<file path="src/rtl/pipe_gap_sampler.sv">
// ---------------------------------------------------------------------------
// pipe_gap_sampler
//
// Purpose:
//   Consumer end of the random-byte interface. It samples the 8-bit random
//   stream, turns accepted samples into bounded pipe-gap Y coordinates, and
//   keeps them in a small prefetch FIFO for the pipe scroller. Out-of-range
//   samples are retried up to MAX_TRIES times; the last try always produces
//   a value by folding the sample back into range. Rejected samples and
//   player flaps are fed back to the generator through `change` to stir it.
//
// Ports:
//   clk        in   1   system clock
//   rst_n      in   1   asynchronous active-low reset
//   random_256 in   8   random byte from the generator (changes every cycle)
//   change     out  1   registered stir bit: flap | reject, one cycle later
//   flap       in   1   player flap level/pulse
//   pop        in   1   scroller consumes the FIFO head
//   gap_y      out 10   FIFO head value, meaningful only while gap_valid=1
//   gap_valid  out  1   FIFO not empty
//   reject_cnt out  8   saturating count of rejected samples
//
// Build option:
//   PIPE_GAP_STATS_EN - when defined, reject_cnt counts every rejected
//   sample (fallback samples included) and saturates at 255. When undefined
//   the counter is not built and reject_cnt is tied to 0.
//
// Handshake: gap_valid/pop act as valid/ready on the FIFO head. An entry is
// transferred on a rising clk edge where gap_valid=1 and pop=1; pop while
// gap_valid=0 has no effect. gap_y is stable until it is transferred.
// ---------------------------------------------------------------------------
module pipe_gap_sampler #(
    parameter int GAP_MIN   = 80,
    parameter int GAP_RANGE = 200,
    parameter int MAX_TRIES = 4,
    parameter int SKIP      = 3,
    parameter int FIFO_AW   = 2
) (
    input  logic        clk,
    input  logic        rst_n,
    input  logic [7:0]  random_256,
    output logic        change,
    input  logic        flap,
    input  logic        pop,
    output logic [9:0]  gap_y,
    output logic        gap_valid,
    output logic [7:0]  reject_cnt
);

    localparam int DEPTH = 1 << FIFO_AW;

    localparam logic [FIFO_AW:0] DEPTH_C     = (FIFO_AW+1)'(DEPTH);
    localparam logic [9:0]       GAP_MIN_C   = 10'(GAP_MIN);
    localparam logic [9:0]       GAP_RANGE_C = 10'(GAP_RANGE);
    localparam logic [3:0]       MAX_TRIES_C = 4'(MAX_TRIES);
    localparam logic [3:0]       SKIP_C      = 4'(SKIP);

    localparam logic [1:0] S_IDLE  = 2'd0;
    localparam logic [1:0] S_DRAW  = 2'd1;
    localparam logic [1:0] S_SKIPW = 2'd2;

    logic [1:0]         state;
    logic [3:0]         tries;
    logic [3:0]         skip_cnt;

    logic [9:0]         mem [DEPTH];
    logic [FIFO_AW-1:0] rd_ptr;
    logic [FIFO_AW-1:0] wr_ptr;
    logic [FIFO_AW:0]   count;

    logic [9:0]         sample_v;
    logic               accept;
    logic               last_try;
    logic               push;
    logic               do_pop;
    logic               reject_pulse;
    logic [9:0]         push_val;

    always_comb begin
        sample_v     = {2'b00, random_256};
        accept       = (sample_v < GAP_RANGE_C);
        last_try     = ((tries + 4'd1) == MAX_TRIES_C);
        push         = (state == S_DRAW) && (accept || last_try);
        reject_pulse = (state == S_DRAW) && !accept;
        // Fallback folds a rejected sample back into range; with
        // GAP_RANGE >= 128 the difference is always below GAP_RANGE.
        push_val     = accept ? (GAP_MIN_C + sample_v)
                              : (GAP_MIN_C + (sample_v - GAP_RANGE_C));
        do_pop       = pop && (count != '0);
    end

    // Sampling FSM: IDLE waits for FIFO space, DRAW takes one sample,
    // SKIPW lets the shift stream move on before the next sample.
    always_ff @(posedge clk or negedge rst_n) begin
        if (!rst_n) begin
            state    <= S_IDLE;
            tries    <= '0;
            skip_cnt <= '0;
        end else begin
            case (state)
                S_IDLE: begin
                    if (count < DEPTH_C) state <= S_DRAW;
                end
                S_DRAW: begin
                    if (push) tries <= '0;
                    else      tries <= tries + 4'd1;
                    skip_cnt <= SKIP_C;
                    state    <= S_SKIPW;
                end
                S_SKIPW: begin
                    if (skip_cnt == '0) state <= S_IDLE;
                    else                skip_cnt <= skip_cnt - 4'd1;
                end
                default: state <= S_IDLE;
            endcase
        end
    end

    // Prefetch FIFO. Pushes come only from DRAW, which is entered only when
    // not full, so no overflow guard is needed on the write side.
    always_ff @(posedge clk or negedge rst_n) begin
        if (!rst_n) begin
            for (int i = 0; i < DEPTH; i++) mem[i] <= '0;
            rd_ptr <= '0;
            wr_ptr <= '0;
            count  <= '0;
        end else begin
            if (push) begin
                mem[wr_ptr] <= push_val;
                wr_ptr      <= wr_ptr + 1'b1;
            end
            if (do_pop) rd_ptr <= rd_ptr + 1'b1;
            case ({push, do_pop})
                2'b10:   count <= count + 1'b1;
                2'b01:   count <= count - 1'b1;
                default: count <= count;
            endcase
        end
    end

    assign gap_y     = mem[rd_ptr];
    assign gap_valid = (count != '0);

    always_ff @(posedge clk or negedge rst_n) begin
        if (!rst_n) change <= 1'b0;
        else        change <= flap | reject_pulse;
    end

`ifdef PIPE_GAP_STATS_EN
    logic [7:0] rej_q;
    always_ff @(posedge clk or negedge rst_n) begin
        if (!rst_n)                              rej_q <= '0;
        else if (reject_pulse && rej_q != 8'hFF) rej_q <= rej_q + 8'd1;
    end
    assign reject_cnt = rej_q;
`else
    assign reject_cnt = 8'd0;
`endif

endmodule

</file>
<file path="config.mk">
export PLATFORM = sky130hd
export DESIGN_NAME = pipe_gap_sampler
export DESIGN_NICKNAME = d
export VERILOG_FILES = /design/src/rtl/pipe_gap_sampler.sv
export SDC_FILE = /design/constraint.sdc
export NUM_CORES = 1
export LEC_CHECK = 0
export ABC_AREA = 1
export BUFFER_PORTS_ARGS = -buffer_cell sky130_fd_sc_hd__buf_2
export CAP_MARGIN = 20
export CELL_PAD_IN_SITES_DETAIL_PLACEMENT = 1
export CELL_PAD_IN_SITES_GLOBAL_PLACEMENT = 1
export CORE_MARGIN = 3
export CORE_UTILIZATION = 45
export DETAILED_ROUTE_END_ITERATION = 10
export GPL_TIMING_DRIVEN = 0
export PLACE_DENSITY_LB_ADDON = 0.1
export SYNTH_ARGS = -nofsm -noshare
export SYNTH_HDL_FRONTEND = slang
export SYNTH_SLANG_ARGS = --single-unit
export TNS_END_PERCENT = 50
</file>
<file path="constraint.sdc">
create_clock -name clk -period 4.7 [get_ports clk]
set_input_delay 0.47 -clock clk [delete_from_list [all_inputs] [get_ports clk]]
set_output_delay 0.47 -clock clk [all_outputs]
set_load 0.01 [all_outputs]
</file>
# Word-level counts from Yosys, hierarchy flattened
# Index checks and enable logic that the tools add are counted.
[classes]
n_bitwise = 3
n_addsub = 9
reduce_logical = 13
mux = 14
eq_ne = 8
magnitude_cmp = 5
[op_table]
columns = ["op", "n"]
rows = [
  ["bitwise mux 40 bit", 1],
  ["two-way mux 10 bit", 4],
  ["binary-select mux 10 bit (select 2 bit)", 1],
  ["demux 10 bit (select 2 bit)", 1],
  ["adder 8 x 9 -> 10 bit (first input constant)", 1],
  ["adder 7 x 8 -> 9 bit (first input constant)", 1],
  ["subtractor 8 x 8 -> 9 bit (second input constant)", 1],
  ["< comparator 8 bit (second input constant)", 1],
  ["two-way mux 4 bit", 2],
  ["case mux 4 bit (2 select lines)", 1],
  ["greater-or-equal comparator 3 bit (second input constant)", 2],
  ["inequality test 2 bit (second input constant)", 3],
  ["NOT 2 -> 3 bit", 2],
  ["case mux 2 bit (3 select lines)", 1],
  ["case mux 3 bit (2 select lines)", 1],
  ["adder 2 x 1 -> 2 bit (second input constant)", 2],
  ["adder 4 x 1 -> 4 bit (second input constant)", 1],
  ["equality test 2 x 1 -> 1 bit (second input constant)", 2],
  ["equality test 2 bit (second input constant)", 2],
  ["equality test 4 x 3 -> 1 bit (second input constant)", 1],
  ["logical AND 1 bit", 4],
  ["logical NOT 4 bit", 1],
  ["two-way mux 2 bit", 2],
  ["AND reduction 2 bit", 2],
  ["11 further kinds", 12],
]
[totals]
inputBits = 12
elab_cells = 63
ff_bits = 58
out_inout_bits = 20

# Logic depth before layout (Yosys ltp)
# Gate-level depths: netlist of run 1.
[depth]
depth_word = 6
mapped_depth = 13
mapped_depth_nobuf = 13

# Least setup slack after synthesis of run 1
# Ideal clock, no wire load.
[synth_timing]
path_type = "in2reg"
startpoint = "input port random_256[4]"
endpoint = "register count[2]"
cell_stages = 13
t_required_ps = 4569
setup_slack_ps = 2431
n_path_buf = 0
arrival_time_ps = 2138
setup_time_ps = 131
path_cell_list = "inv_1 ha_1 nand2_2 nand2_4 inv_4 nand2_8 nand2_1 ha_1 inv_1 fa_1 a21oi_1 o21ai_0 xor2_1"
[synth_between]
elab_chain_len = 5
elab_cells_between_ends = 7
classes_between = "order compare: 1; eq/ne: 2; mux: 1; reduce/logical: 3"
[synth_rtl]
columns = ["item", "line_no", "rtl"]
rows = [
  ["from (decl)", "41", "input logic [7:0] random_256,"],
  ["< comparator 8 bit (*)", "81", "accept = (sample_v < GAP_RANGE_C);"],
  ["logical OR 1 bit (*)", "83", "push = (state == S_DRAW) && (accept || last_try);"],
  ["logical AND 1 bit (*)", "83", ""],
  ["equality test 2 x 1 -> 1 bit or equality test 2 bit (tied branches)", "133", "case ({push, do_pop})"],
  ["case mux 3 bit (2 select lines) or nonzero test 2 bit (tied branches)", "--", ""],
  ["to (signal assigned)", "134", "2'b10: count <= count + 1'b1;"],
  ["to (signal assigned)", "135", "2'b01: count <= count - 1'b1;"],
  ["to (signal assigned)", "136", "default: count <= count;"],
  ["to (decl)", "69", "logic [FIFO_AW:0] count;"],
]
# Mark *: on every way between the ends. The rest lies on a longest branch, timed or not.
# A chain may end at the register's enable or synchronous reset.

# Worst setup path in the final report of run 1
[layout_timing]
startpoint = "register tries[0]"
endpoint = "register count[2]"
[layout_between]
elab_chain_len = 6
elab_cells_between_ends = 8
classes_between = "add/sub: 1; eq/ne: 3; mux: 1; reduce/logical: 3"
[layout_rtl]
columns = ["item", "line_no", "rtl"]
rows = [
  ["from (decl)", "63", "logic [3:0] tries;"],
  ["from (signal assigned)", "106", "else tries <= tries + 4'd1;"],
  ["adder 4 x 1 -> 4 bit (*)", "82", "last_try = ((tries + 4'd1) == MAX_TRIES_C);"],
  ["equality test 4 x 3 -> 1 bit (*)", "82", ""],
  ["logical OR 1 bit (*)", "83", ""],
  ["logical AND 1 bit (*)", "83", ""],
  ["equality test 2 x 1 -> 1 bit or equality test 2 bit (tied branches)", "133", ""],
  ["case mux 3 bit (2 select lines) or nonzero test 2 bit (tied branches)", "--", ""],
]
# Marks and branches as above.

==> impl_metrics.csv, run 1 <==
group,metric,value,unit
placement,globalplace.congestion,0.802,
sta,fin_crit_sh,0.512,
finish,synthToLayoutAreaGrowth,14.8,%
power,peakVddDrop,0.268,mV
route,dr.pass1.iters,4,
sta,fin_skew,0.00686,ns
route,drtIter0Drc,82,
cts,cts_resized,0,
die,pin_count,32,
placement,dpl.hpwl,5300,um
cts,cts.sinks,58,
finish,nNetsFinal,413,
sta,max_slew.worst_pin.slew,0.783,ns
sta,layout_min_cycle_time,2.41,ns
synth,synth_area,0.00308,mm^2
flow_run,max_cap_viol_count,0,
worst_setup_path,worstSetupPathType,"reg -> reg",
die,num_rows,29,
die,die_area,0.00788,mm^2
worst_setup_path,path_cells,"ha_1 -> inv_1 -> nor2_1 -> nand3_4 -> nand2_8 -> nand2_1 -> ha_1 -> inv_1 -> fa_1 -> a21oi_1 -> o21ai_0 -> xor2_1",
synth,synth_area_per_cell,8.89,um^2
route,drc,0,
sta,hold_ws,0.212,ns
status,status,"complete, no violations",
route,wire_per_inst,16.4,um
worst_setup_path,r2r_slack,2.29,ns
synth,yosys-top-cells-area,"dfrtp_1 (47%), nand2_1 (9.2%), ha_1 (4.9%)",
hold_path,hold_class,"in -> async",
cts,clock_latency,0.34,ns
route,drtAntennaViolNets,0,
synth,yosysUniqueCellTypes,31,
global_routing,grt_max_degree,33,
synth,netlist.area_leader.share,0.471,
sta,final_hold_viol_count,0,
cts,clkTransAtPathRegs,0.06,ns
cts,cts_tree,"yes",
finish,num-fill-cells,779,
cts,htree_levels,3,
sta,setup_viol,0,
sta,fmax,415,MHz
global_routing,overflow,0,
synth,syn_inst,347,
die,die_h,88.8,um
synth,yosysWarnings,0,
route,vias,2479,
sta,rsz0062_at_grt,"no",
power,power_leakage,1.75,nW
global_routing,grt_use_total,0.219,
synth,seq_area_frac_synth,0.471,
cts,post_cts_buffers,0,
cts,cts_buffers,9,
sta,slew_headroom,0.478,
die,initial_core_util,0.475,
sta,setup_tns,0,ns
global_routing,antenna_found_initial,0,
synth,ys_ff_latch,58,
finish,drive_above_1_share,0.189,
finish,n_antenna_cell,0,
worst_setup_path,cp-end-kind,"flop",
cts,ctsHoldBuffers,0,
cts,cts-root-buf,"clkbuf_8",
global_routing,grt_pass1_vias,2590,
worst_setup_path,rr_worst_depth,12,
worst_setup_path,required,4.91,ns
die,fp.dieW,88.8,um
route,via_per_inst,5.29,
synth,yosysTopAreaCell,"dfrtp_1",
route,wl,7680,um
global_routing,grt_pass1_wl,12700,um
worst_setup_path,cpPeakStageDelay,0.42,ns
cts,clock_tree.buffer_depth,2,
placement,place.port_buffers,22,
sta,slew_viol_final,0,
die,core,0.00649,mm^2
worst_setup_path,cp_max_fo,6,
finish,final_common_cell,"nand2_1",
power,power_density,647,mW/mm^2
worst_setup_path,crit_path_start_kind,"flop",
worst_setup_path,cp_slowest_cell,"dfrtp_1",
worst_setup_path,crit_arrival,2.61,ns
finish,layout_common_cells,"nand2_1 (76), dfrtp_1 (58), inv_1 (28), o21ai_1 (28), o21ai_0 (26)",
## final cells by class
class | instances | area (um^2) | area share
Timing Repair Buffer | 23 | 130 | 0.0367
Clock inverter | 2 | 35.0 | 0.00989
Tap cell | 77 | 96.3 | 0.0272
Inverter | 32 | 123 | 0.0346
Sequential cell | 58 | 1450 | 0.410
Multi-Input combinational cell | 242 | 1380 | 0.390
Clock buffer | 13 | 169 | 0.0477
Buffer | 22 | 156 | 0.0442
## routing by layer
layer / vias up / routed length [um] / track usage
met3: 10 / 216 / 0.0475
li1: 1213 / - / -
met2: 36 / 3910 / 0.379
met4: 0 / 128 / 0.0838
met1: 1220 / 3420 / 0.266
met5: - / 0 / 0
## power breakdown
| part | leakage (nW) | internal [mW] | total (mW) | switching (mW) |
|---|---|---|---|---|
| Combinational | 0.910 | 0.367 | 0.963 | 0.596 |
| Clock | 0.106 | 0.285 | 0.481 | 0.196 |
| Sequential | 0.738 | 0.714 | 0.848 | 0.135 |
## metrics by stage
step | area (um^2) | instances | power (mW) | setup WS (ns) | util
6_report | 3540 | 469 | 2.29 | 2.29 | 0.545
3_5_place_dp | 3340 | 454 | 1.83 | 1.96 | 0.514
3_3_place_gp | 3320 | 453 | 1.77 | 2.09 | 0.511
5_1_grt | 3540 | 469 | 2.49 | 2.11 | 0.545
4_1_cts | 3540 | 469 | 2.32 | 2.28 | 0.545
2_1_floorplan | 3110 | 354 | 1.51 | 2.43 | -
## synthesized netlist by cell type, drive strengths merged
master / n
o211ai: 1
nand3: 16
nor2: 23
nor3: 1
xor2: 9
nand2: 81
inv: 32
dfrtp: 58
buf: 16
nand4: 10
o22ai: 13
conb: 1
and2: 2
o21ai: 59
xnor2: 3
a21oi: 3
clkbuf: 6
fa: 1
ha: 12
## critical path: cells and delay by family (launching register included)
family | cells | cell delay (ns)
buffers and inverters | 2 | 0.13
flip-flops | 1 | 0.42
AO/OA/AOI/OAI | 2 | 0.30
AND/OR/NAND/NOR | 4 | 0.46
XOR/XNOR | 1 | 0.16
adder cells (fa/ha/maj) | 3 | 0.81
## path summary, 6_finish.rpt
kind,from,to
max,tries[0]$_DFFE_PN0P_,count[2]$_DFFE_PN0P_
min,rst_n,mem[36]$_DFFE_PN0P_
max reg2reg,tries[0]$_DFFE_PN0P_,count[2]$_DFFE_PN0P_
min reg2reg,count[2]$_DFFE_PN0P_,state[0]$_DFFE_PN0P_
max in group asynchronous,rst_n,count[2]$_DFFE_PN0P_
min in group clk,flap,change$_DFF_PN0_
## sequential cells by signal (all words and copies together), names as in the netlist
name      flops
state         2
tries         4
rd_ptr        2
skip_cnt      4
mem          40
change        1
wr_ptr        2
count         3
## kinds of logic (layout without fill, tap and decap cells)
logic type	count (synthesis)	count (layout)	share of synthesized area
AO/OA/AOI/OAI	76	76	0.135
adder cells (fa/ha/maj)	13	13	0.0552
AND/OR/NAND/NOR	133	133	0.213
other	1	8	0.00122
flip-flops	58	58	0.471
buffers and inverters	54	92	0.0905
XOR/XNOR	12	12	0.0341
(Power assumes the default switching activity.)
==> inputs of run 2 (changes only) <==
--- a/config.mk
+++ b/config.mk
@@ -11,7 +11,7 @@
 export CELL_PAD_IN_SITES_DETAIL_PLACEMENT = 1
 export CELL_PAD_IN_SITES_GLOBAL_PLACEMENT = 1
 export CORE_MARGIN = 3
-export CORE_UTILIZATION = 45
+export CORE_UTILIZATION = 40
 export DETAILED_ROUTE_END_ITERATION = 10
 export GPL_TIMING_DRIVEN = 0
 export PLACE_DENSITY_LB_ADDON = 0.1
==> constraint.sdc (replaced) <==
create_clock -name clk -period 1.98 [get_ports clk]
set_input_delay 0.198 -clock clk [delete_from_list [all_inputs] [get_ports clk]]
set_output_delay 0.198 -clock clk [all_outputs]
set_load 0.01 [all_outputs]
==> impl_metrics.csv, run 2 (synthesis gave the netlist of run 1 again) <==
group,metric,value,unit
worst_setup_path,crit_arrival,2.22,ns
finish,reg_top3,"mem: 40 flops, skip_cnt: 4 flops, tries: 4 flops",
global_routing,grt_pass1_vias,2644,
route,wl,7840,um
placement,placement.cell_area,0.00338,mm^2
power,power_density,1520,mW/mm^2
global_routing,grt_max_degree,34,
placement,globalplace.congestion,0.739,
route,via_per_inst,5.06,
cts,cts-root-buf,"clkbuf_8",
global_routing,grt_pass1_wl,13200,um
status,status,"complete, no violations",
flow_run,max_cap_viol_count,0,
cts,clock_tree.buffer_depth,2,
sta,slew_headroom,0.570,
worst_setup_path,rr_worst_depth,12,
global_routing,overflow,0,
finish,multi_input_area,0.00142,mm^2
finish,num-fill-cells,894,
route,drtIter0Drc,73,
finish,drive_above_1_share,0.236,
die,die_h,93.8,um
die,initial_core_util,0.419,
cts,clock_latency,0.33,ns
sta,fmax,508,MHz
hold_path,hold_class,"in -> reg",
worst_setup_path,worstSetupPathType,"reg -> reg",
placement,dpl.hpwl,5340,um
die,num_rows,31,
finish,fin_util,0.498,
finish,regArea,0.00145,mm^2
power,power_leakage,1.79,nW
worst_setup_path,cp-end-kind,"flop",
placement,place.port_buffers,22,
cts,cts.sinks,58,
power,power.total,5.58,mW
power,peakVddDrop,0.629,mV
sta,layout_min_cycle_time,1.97,ns
route,drc,0,
worst_setup_path,r2r_slack,0.01,ns
cts,cts_buffers,9,
worst_setup_path,cp_max_fo,4,
route,vias,2517,
finish,layout_common_cells,"nand2_1 (75), dfrtp_1 (57), o21ai_1 (29), inv_1 (26)",
finish,nNetsFinal,419,
sta,final_hold_viol_count,0,
sta,fin_crit_sh,0.995,
sta,fin_skew,0.00547,ns
die,die_area,0.00880,mm^2
worst_setup_path,required,2.23,ns
cts,clkTransAtPathRegs,0.06,ns
global_routing,grt_use_total,0.197,
cts,cts_tree,"yes",
finish,top_register,"mem",
route,dr.pass1.iters,4,
finish,final_common_cell,"nand2_1",
worst_setup_path,crit_path_start_kind,"flop",
sta,setup_viol,0,
sta,setup_tns,0,ns
die,fp.dieW,93.8,um
global_routing,antenna_found_initial,0,
sta,rsz0062_at_grt,"yes",
sta,max_slew.worst_pin.slew,0.645,ns
finish,n_antenna_cell,0,
cts,htree_levels,3,
finish,fin_area,0.00367,mm^2
route,wire_per_inst,15.8,um
sta,slew_viol_final,0,
die,pin_count,32,
die,core,0.00737,mm^2
hold_path,hold_depth,3,
finish,largest_register_ff_count,40,
route,drtAntennaViolNets,0,
finish,synthToLayoutAreaGrowth,18.9,%
[run 2: routing by layer]
layer  global-route usage  share of wire
met2                0.338           0.50
met3               0.0489          0.033
met1                0.248           0.45
met4               0.0505          0.013
met5                    0              0
[run 2: worst max-delay path: stages (launching register included)]
cell     delay (ns)
dfrtp_1        0.41
ha_2           0.21
inv_2          0.05
nor2_2         0.04
nand3_4        0.10
nand2_8        0.07
nand2_8        0.06
ha_4           0.13
inv_2          0.05
fa_2           0.36
buf_4          0.15
o21ai_2        0.12
xor2_1         0.15
[run 2: path summary, 6_finish.rpt]
check                                           from                    to
worst min-delay path                            flap      change$_DFF_PN0_
worst max-delay path            tries[0]$_DFFE_PN0P_  count[2]$_DFFE_PN0P_
worst max register to register  tries[0]$_DFFE_PN0P_  count[2]$_DFFE_PN0P_
min in group asynchronous                      rst_n    mem[3]$_DFFE_PN0P_
worst min register to register  count[2]$_DFFE_PN0P_  state[0]$_DFFE_PN0P_
max in group asynchronous                      rst_n  count[0]$_DFFE_PN0P_
[run 2: power by group]
group / internal [mW] / switching (mW) / total [mW]
combinational: 0.981 / 1.47 / 2.45
sequential: 1.69 / 0.296 / 1.99
clock: 0.676 / 0.459 / 1.14
total: 3.35 / 2.22 / 5.58
[run 2: layout make-up]
class                   instances  share of cell area
inverters                      32              0.0334
plain buffers                  22              0.0444
clock inverters                 2             0.00955
multi-input cells             242               0.388
clock buffers                  13              0.0461
repair buffers                 29              0.0484
flip-flops and latches         58               0.396
well taps                      99              0.0338
[run 2: timing repair]
| action | 4_1_cts | 5_1_grt |
|---|---|---|
| pin swaps | 5 | 5 |
| gates resized for setup | 11 | 5 |
| endpoints found under the hold margin | 25 | 0 |
| endpoints found under the setup margin | 7 | 7 |
| setup buffers | 4 | 1 |
| hold buffers | 1 | 0 |
[run 2: through the flow]
stage	worst slack, ns	std cells	hold slack (ns)
after floorplan	0.0115	354	-0.0976
after global placement	-0.146	475	0.385
after detailed placement	-0.207	476	0.259
after CTS	0.0178	496	0.0366
after global routing	-0.102	497	0.0562
final	0.00983	497	0.0542
